$ cat src/rtl/spi_pkg.sv
// Shared encodings for the SPI master slice: FSM states and {cpol, cpha} mode codes.
package spi_pkg;

  typedef enum logic [1:0] {
    ST_IDLE  = 2'd0,
    ST_SETUP = 2'd1,
    ST_XFER  = 2'd2,
    ST_HOLD  = 2'd3
  } spi_state_e;

  // Mode codes are {cpol, cpha}.
  localparam logic [1:0] MODE0 = 2'b00;
  localparam logic [1:0] MODE1 = 2'b01;
  localparam logic [1:0] MODE2 = 2'b10;
  localparam logic [1:0] MODE3 = 2'b11;

endpackage

$ cat src/rtl/spi_clk_div.sv
// Reloadable down-counter: one-cycle tick every div+1 cycles while enabled.
module spi_clk_div #(
  parameter int unsigned DIV_BITS = 8
) (
  input  logic                clk,
  input  logic                reset,
  input  logic                load,
  input  logic                en,
  input  logic [DIV_BITS-1:0] div,
  output logic                tick
);

  logic [DIV_BITS-1:0] reload_q, reload_d;
  logic [DIV_BITS-1:0] cnt_q, cnt_d;

  always_comb begin
    reload_d = reload_q;
    cnt_d    = cnt_q;
    if (load) begin
      // The divider is captured here so later changes on div cannot stretch the frame.
      reload_d = div;
      cnt_d    = div;
    end else if (en) begin
      if (cnt_q == '0) begin
        cnt_d = reload_q;
      end else begin
        cnt_d = cnt_q - 1'b1;
      end
    end
  end

  always_ff @(posedge clk) begin
    if (reset) begin
      reload_q <= '0;
      cnt_q    <= '0;
    end else begin
      reload_q <= reload_d;
      cnt_q    <= cnt_d;
    end
  end

  assign tick = en && (cnt_q == '0);

endmodule

$ cat src/rtl/spi_master_xfer.sv
// Full-duplex SPI master: configurable width, runtime SCK divider, all CPOL/CPHA modes,
// selectable bit order. Frame is IDLE -> SETUP -> XFER -> HOLD -> IDLE.
module spi_master_xfer
  import spi_pkg::*;
#(
  parameter int unsigned BITS      = 8,
  parameter int unsigned DIV_BITS  = 8,
  parameter bit          MSB_FIRST = 1'b1
) (
  input  logic                clk,
  input  logic                reset,
  input  logic                start,
  input  logic                cpol,
  input  logic                cpha,
  input  logic [DIV_BITS-1:0] div,
  input  logic [BITS-1:0]     tx_data,
  output logic [BITS-1:0]     rx_data,
  output logic                busy,
  output logic                done,
  output logic                sck,
  output logic                cs_n,
  output logic                mosi,
  input  logic                miso
);

  localparam int unsigned     CntW     = $clog2(2 * BITS + 1);
  localparam logic [CntW-1:0] LastEdge = CntW'(2 * BITS);

  spi_state_e      state_q, state_d;
  logic            cpol_q, cpol_d;
  logic            cpha_q, cpha_d;
  logic            sck_q, sck_d;
  logic            cs_n_q, cs_n_d;
  logic            mosi_q, mosi_d;
  logic            done_q, done_d;
  logic [BITS-1:0] rx_q, rx_d;
  logic [BITS-1:0] tx_sh_q, tx_sh_d;
  logic [BITS-1:0] rx_sh_q, rx_sh_d;
  logic [CntW-1:0] edge_q, edge_d;

  logic            tick;
  logic            div_load;
  logic [CntW-1:0] edge_n;
  logic            leading;
  logic            sample_edge;
  logic            drive_edge;

  function automatic logic first_bit(input logic [BITS-1:0] w);
    if (MSB_FIRST) return w[BITS-1];
    else           return w[0];
  endfunction

  function automatic logic [BITS-1:0] shift_out(input logic [BITS-1:0] w);
    if (MSB_FIRST) return {w[BITS-2:0], 1'b0};
    else           return {1'b0, w[BITS-1:1]};
  endfunction

  function automatic logic [BITS-1:0] shift_in(input logic [BITS-1:0] w, input logic b);
    if (MSB_FIRST) return {w[BITS-2:0], b};
    else           return {b, w[BITS-1:1]};
  endfunction

  assign div_load = (state_q == ST_IDLE) && start;

  spi_clk_div #(
    .DIV_BITS(DIV_BITS)
  ) u_clk_div (
    .clk  (clk),
    .reset(reset),
    .load (div_load),
    .en   (state_q != ST_IDLE),
    .div  (div),
    .tick (tick)
  );

  always_comb begin
    state_d     = state_q;
    cpol_d      = cpol_q;
    cpha_d      = cpha_q;
    sck_d       = sck_q;
    cs_n_d      = cs_n_q;
    mosi_d      = mosi_q;
    done_d      = 1'b0;
    rx_d        = rx_q;
    tx_sh_d     = tx_sh_q;
    rx_sh_d     = rx_sh_q;
    edge_d      = edge_q;
    edge_n      = edge_q + 1'b1;
    leading     = edge_n[0];
    sample_edge = leading;

    unique case ({cpol_q, cpha_q})
      MODE0, MODE2: sample_edge = leading;
      MODE1, MODE3: sample_edge = !leading;
      default:      sample_edge = leading;
    endcase
    // CPHA=0 pre-drives the first bit at start, so the final trailing edge has nothing left.
    drive_edge = cpha_q ? leading : (!leading && (edge_n != LastEdge));

    unique case (state_q)
      ST_IDLE: begin
        cpol_d = cpol;
        sck_d  = cpol;
        if (start) begin
          state_d = ST_SETUP;
          cpha_d  = cpha;
          cs_n_d  = 1'b0;
          tx_sh_d = tx_data;
          rx_sh_d = '0;
          edge_d  = '0;
          if (!cpha) begin
            mosi_d  = first_bit(tx_data);
            tx_sh_d = shift_out(tx_data);
          end
        end
      end
      ST_SETUP, ST_XFER: begin
        if (tick) begin
          sck_d   = ~sck_q;
          edge_d  = edge_n;
          state_d = (edge_n == LastEdge) ? ST_HOLD : ST_XFER;
          if (sample_edge) begin
            rx_sh_d = shift_in(rx_sh_q, miso);
          end
          if (drive_edge) begin
            mosi_d  = first_bit(tx_sh_q);
            tx_sh_d = shift_out(tx_sh_q);
          end
        end
      end
      ST_HOLD: begin
        if (tick) begin
          state_d = ST_IDLE;
          cs_n_d  = 1'b1;
          done_d  = 1'b1;
          rx_d    = rx_sh_q;
          mosi_d  = 1'b0;
        end
      end
      default: state_d = ST_IDLE;
    endcase
  end

  always_ff @(posedge clk) begin
    if (reset) begin
      state_q <= ST_IDLE;
      cpol_q  <= 1'b0;
      cpha_q  <= 1'b0;
      sck_q   <= 1'b0;
      cs_n_q  <= 1'b1;
      mosi_q  <= 1'b0;
      done_q  <= 1'b0;
      rx_q    <= '0;
      tx_sh_q <= '0;
      rx_sh_q <= '0;
      edge_q  <= '0;
    end else begin
      state_q <= state_d;
      cpol_q  <= cpol_d;
      cpha_q  <= cpha_d;
      sck_q   <= sck_d;
      cs_n_q  <= cs_n_d;
      mosi_q  <= mosi_d;
      done_q  <= done_d;
      rx_q    <= rx_d;
      tx_sh_q <= tx_sh_d;
      rx_sh_q <= rx_sh_d;
      edge_q  <= edge_d;
    end
  end

  assign rx_data = rx_q;
  assign busy    = (state_q != ST_IDLE);
  assign done    = done_q;
  assign sck     = sck_q;
  assign cs_n    = cs_n_q;
  assign mosi    = mosi_q;

endmodule
$ cat config.mk
export PLATFORM = sky130hd
export DESIGN_NAME = spi_master_xfer
export DESIGN_NICKNAME = d
export VERILOG_FILES = /design/src/rtl/spi_pkg.sv /design/src/rtl/spi_clk_div.sv /design/src/rtl/spi_master_xfer.sv
export SDC_FILE = /design/constraint.sdc
export NUM_CORES = 1
export LEC_CHECK = 0
export BUFFER_PORTS_ARGS = -buffer_cell sky130_fd_sc_hd__buf_2
export CAP_MARGIN = 20
export CORE_UTILIZATION = 50
export CTS_CLUSTER_SIZE = 40
export DETAILED_ROUTE_END_ITERATION = 12
export PLACE_DENSITY = 0.7
export SLEW_MARGIN = 40
export SYNTH_ARGS = -nofsm -noshare
export SYNTH_HDL_FRONTEND = slang
export SYNTH_SLANG_ARGS = --single-unit
$ cat constraint.sdc
create_clock -name clk -period 2.6 [get_ports clk]
set_clock_uncertainty 0.1 [all_clocks]
set_input_delay 0.13 -clock clk [delete_from_list [all_inputs] [get_ports clk]]
set_output_delay 0.13 -clock clk [all_outputs]
set_load 0.01 [all_outputs]
Word-level counts from Yosys, hierarchy flattened --
Index checks and enable logic that the tools add are counted.
Operators by class: $add $sub $neg 2, equal/unequal tests 14, muxes and demuxes 34, bitwise operators 2, reductions and logical operators 24
Operators by type and width (count):
- 8-bit 2-to-1 mux | 10
- 8-bit case mux with 2 select lines | 2
- 2-bit != test (second input constant) | 6
- 1-bit 2-to-1 mux | 11
- 5-bit 2-to-1 mux | 2
- 5-bit case mux with 2 select lines | 1
- 3-bit AND reduction | 3
- 2-bit equality test (second input constant) | 4
- 8-bit zero test | 1
- 4-bit AND reduction | 2
- 2-bit nonzero test | 4
- 2-bit OR reduction | 4
- 8-bit by 1-bit subtractor with 8-bit output (second input constant) | 1
- 2-bit 2-to-1 mux | 3
- 1-bit case mux with 2 select lines | 3
- 2-bit case mux with 3 select lines | 1
- 2-bit AND reduction | 3
- 5-bit by 1-bit adder with 5-bit output (second input constant) | 1
- 5-bit equality test (second input constant) | 1
- 5-bit != test (second input constant) | 1
- 5-bit AND reduction | 1
- 2-bit by 1-bit equality test with 1-bit output (second input constant) | 2
- 2-bit zero test | 2
- 1-bit logical AND | 3
- 3 further kinds | 4
Storage, ports and cells: bits in registers 53, output and inout port bits 13

Depth between registers and ports, before layout --
depth in word-level cells 7, mapped depth 9, mapped depth without buffers 6

Hierarchy --
From an unflattened synthesis, not the netlist that was laid out.
Unflattened totals: cells, all modules 305, area, all modules 2682.6 um^2
By module, submodules not included:
- spi_master_xfer | times used 1, cells an instance 213, area an instance 1838.0 um^2, seq. area each 720.7 um^2
- spi_clk_div | times used 1, cells an instance 92, area an instance 844.6 um^2, seq. area each 320.3 um^2

Least setup slack after synthesis --
No wires, ideal clock.
path kind register to register, start register state_q[0], end register tx_sh_q[0], arrival time 1841 ps, required time 2428 ps, setup slack 587 ps, stages on the path, launching flop included 8, buffers on the path 1, period minus slack after synthesis 2013 ps, path through dfxtp_1 -> inv_1 -> ha_1 -> buf_6 -> nor4_4 -> a31oi_4 -> a211oi_1 -> mux2i_1
Between the ends: word-level cells in the longest chain between the ends 4, elaborated cells on any way between the ends 12
RTL lines:
- from (decl) | RTL line spi_master_xfer.sv:29 | spi_state_e state_q, state_d;
- from (signal assigned) | RTL line spi_master_xfer.sv:158 | state_q <= state_d;
- 2-bit by 1-bit equality test with 1-bit output (tied with other cells) | RTL line spi_master_xfer.sv:100 | unique case (state_q)
- 2-bit OR reduction / 1-bit logical AND (equally long branches) | RTL line spi_master_xfer.sv:100, spi_clk_div.sv:42
- 2-bit != test (no source line) / 2-bit nonzero test (equally long branches)
- 4-bit AND reduction (no source line)
- to (signal assigned) | RTL line spi_master_xfer.sv:166 | tx_sh_q <= tx_sh_d;
- to (decl) | RTL line spi_master_xfer.sv:37 | logic [BITS-1:0] tx_sh_q, tx_sh_d;
Parallel ways exist; a longest one is shown, timed or not. A chain may end at the register's enable or synchronous reset.

Final worst setup path --
Ends and elaborated chain as after synthesis.

==> results.ini <==
[detailed_routing]
via_count=2456
drt_first_pass_iters=4
wl_per_cell_um=13.76
drc_errors=0
ant_nets=0
wl_met2_mm=2.847
wirelength_mm=6.095
dr_wl_met3_um=179
vias_per_cell=5.544
drt_iter0_drc=106
wl_met1_mm=2.982
highest_layer=met4

[synth]
netlist_instances=342
async_reset_ff_frac=0
syn_nets=369
avgSynthCellArea_um2=8.078
syn_area_um2=2763
ys.warnings.count=0
synthDistinctLibCells=47
ys_ff_latch=52
ys.flop_type=dfxtp_1
yosysSeqAreaShare=0.3768
synth-edff-count=0

[timing]
slew_viol_final=0
finalHoldViolations=0
fin_crit_sh=0.8260
worst_slew_pin_slew_ns=0.5800
layout_min_cycle_time_ns=2.147
rsz0062_at_grt=no
fmax_mhz=465.7
maxSlewHeadroom=0.6134
tns_ns=0
setup_viol=0

[worst_setup_path]
worstRegToRegCells=6
critPathLaunch=state_q[0]
startpoint_type=flip-flop
rr_endpoint=tx_sh_q[0]
reg2reg_slack_ns=0.45
crit_type=flip-flop to flip-flop
r2r-start=state_q[0]
cp_max_fo=9
crit_required_ns=2.74
end_kind=flip-flop
cp.arrival_ns=2.29

[clock_tree]
cts.path.max_buffers=2
ctsResizeCount=0
cts_buffers=5
holdBufCountCts=9
clk_pin_slew_worst_paths_ns=0.10
cts.sinks=52
cts_setup_buffers=0
clk_latency_ns=0.31
root_buffer=clkbuf_8
h-tree-depth=2
tritoncts=done

[worst_hold_path]
hp-class=input port to flip-flop
holdPathStages=3
whs_endpoint=cpha_q
worstHoldStart=cpha

[power]
ir_drop_uv=533.0
power_density_nw_per_um2=891.7
total_power_mw=2.784
leakage_nw=1.216

[cells_and_area]
syn2layout_area_growth_pct=13.00
drive_above_1_share=0.1448
nNetsFinal=399
final_common_cell=nand2_1
diodes=0
final_cell_mix=nand2_1 (64), dfxtp_1 (52), a21oi_1 (36)
n_fill_cell=499

[die]
die_area_um2=5826
initial_core_util=0.5308
die_w_um=76.33
row_count=26
core_um2=5205
die_y_um=76.33
io_pins=35

[flow_run]
maxCapViolCount=0

[global_routing]
overflow=0
globalRouteTotalUtil=0.2156
antenna_found_initial=0
grt_pass1_wl_mm=10.21
grt_max_degree=62
grt_pass1_vias=2278

[placed_design]
io_buffers=34
hpwlAfterDp_mm=4.062
gp_congestion=0.8191

[status]
run_status=completed

-- flip-flops by register name (all words and copies together), names as in the netlist, 2 cells and up --
signal	count
u_clk_div.reload_q	8
rx_sh_q	8
edge_q	5
u_clk_div.cnt_q	8
tx_sh_q	8
state_q	2
rx_data	8
-- metrics by stage --
step                      cell area, um^2  cells  hold slack (ns)  setup slack, ns    util
final                                3122    443           0.1010           0.4525  0.5998
after global routing                 3122    443           0.1088           0.2609  0.5998
after CTS                            3122    443          0.09292           0.4226  0.5998
after detailed placement             2939    426           0.2868           0.4622  0.5647
after global placement               2937    426           0.2816           0.4788  0.5642
after floorplan                      2763    342           0.1660           0.5873       -
-- cells by family after synthesis --
group                    Yosys count  share of synthesized area
AND/OR/NAND/NOR                  142                     0.2649
AO/OA/AOI/OAI                     84                     0.1884
flip-flops                        52                     0.3768
buffers and inverters             34                    0.05752
multiplexers                      21                    0.07699
adder cells (fa/ha/maj)            5                    0.02264
XOR/XNOR                           4                    0.01268
-- area by class of cell --
cell class	count	area (um^2)	share of cell area
Tap cell	70	87.58	0.02806
Clock inverter	3	23.77	0.007615
Multi-Input combinational cell	256	1563	0.5006
Clock buffer	5	68.82	0.02204
Timing Repair Buffer	49	307.8	0.09860
Inverter	8	30.03	0.009619
Sequential cell	52	1041	0.3335
-- power by group --
group | internal [mW] | switching (mW) | leakage (nW)
registers | 0.920 | 0.150 | 0.424
clock network | 0.191 | 0.273 | 0.0404
logic | 0.517 | 0.733 | 0.752
-- how the worst max path moves through the flow --
stage,endpoint,slack (ns)
2_1_floorplan,tx_sh_q[0],0.59
3_3_place_gp,tx_sh_q[0],0.48
3_5_place_dp,tx_sh_q[0],0.46
4_1_cts,tx_sh_q[0],0.42
5_1_grt,tx_sh_q[0],0.26
6_report,tx_sh_q[0],0.45
-- per-layer routing --
layer / up-vias / global-route usage
met2: 36 / 0.3577
met1: 1159 / 0.2779
met4: 0 / 0.08077
li1: 1255 / -
met3: 6 / 0.03952
met5: - / 0
-- cells in the mapped netlist, types with 2 or more instances --
cell,n,area (um^2)
buf_6,3,33.78
inv_1,8,30.03
buf_1,3,11.26
nand4_1,2,12.51
nand3_1,18,90.09
and2_1,3,18.77
nor2b_1,3,18.77
nor2_1,11,41.29
a211oi_1,8,60.06
o21ai_0,17,85.08
a21oi_1,36,180.2
or3_1,4,25.02
buf_2,6,30.03
a311oi_1,2,17.52
nand2_1,64,240.2
dfxtp_1,52,1041
o211ai_1,7,52.55
ha_1,5,62.56
and4_1,2,17.52
mux2i_1,19,190.2
xnor2_1,3,26.28
clkbuf_1,13,48.80
and3_1,5,31.28
a221oi_1,2,17.52
a31oi_1,2,12.51
o311ai_0,2,17.52
nand2b_1,22,137.6
-- critical path, cell delays in order, from the launching register on --
cell	delay [ns]
dfxtp_1	0.36
inv_1	0.05
ha_1	0.23
nor4_4	0.52
a31oi_4	0.18
a211oi_1	0.40
mux2i_1	0.24
Power figures use the tool's default switching activity.
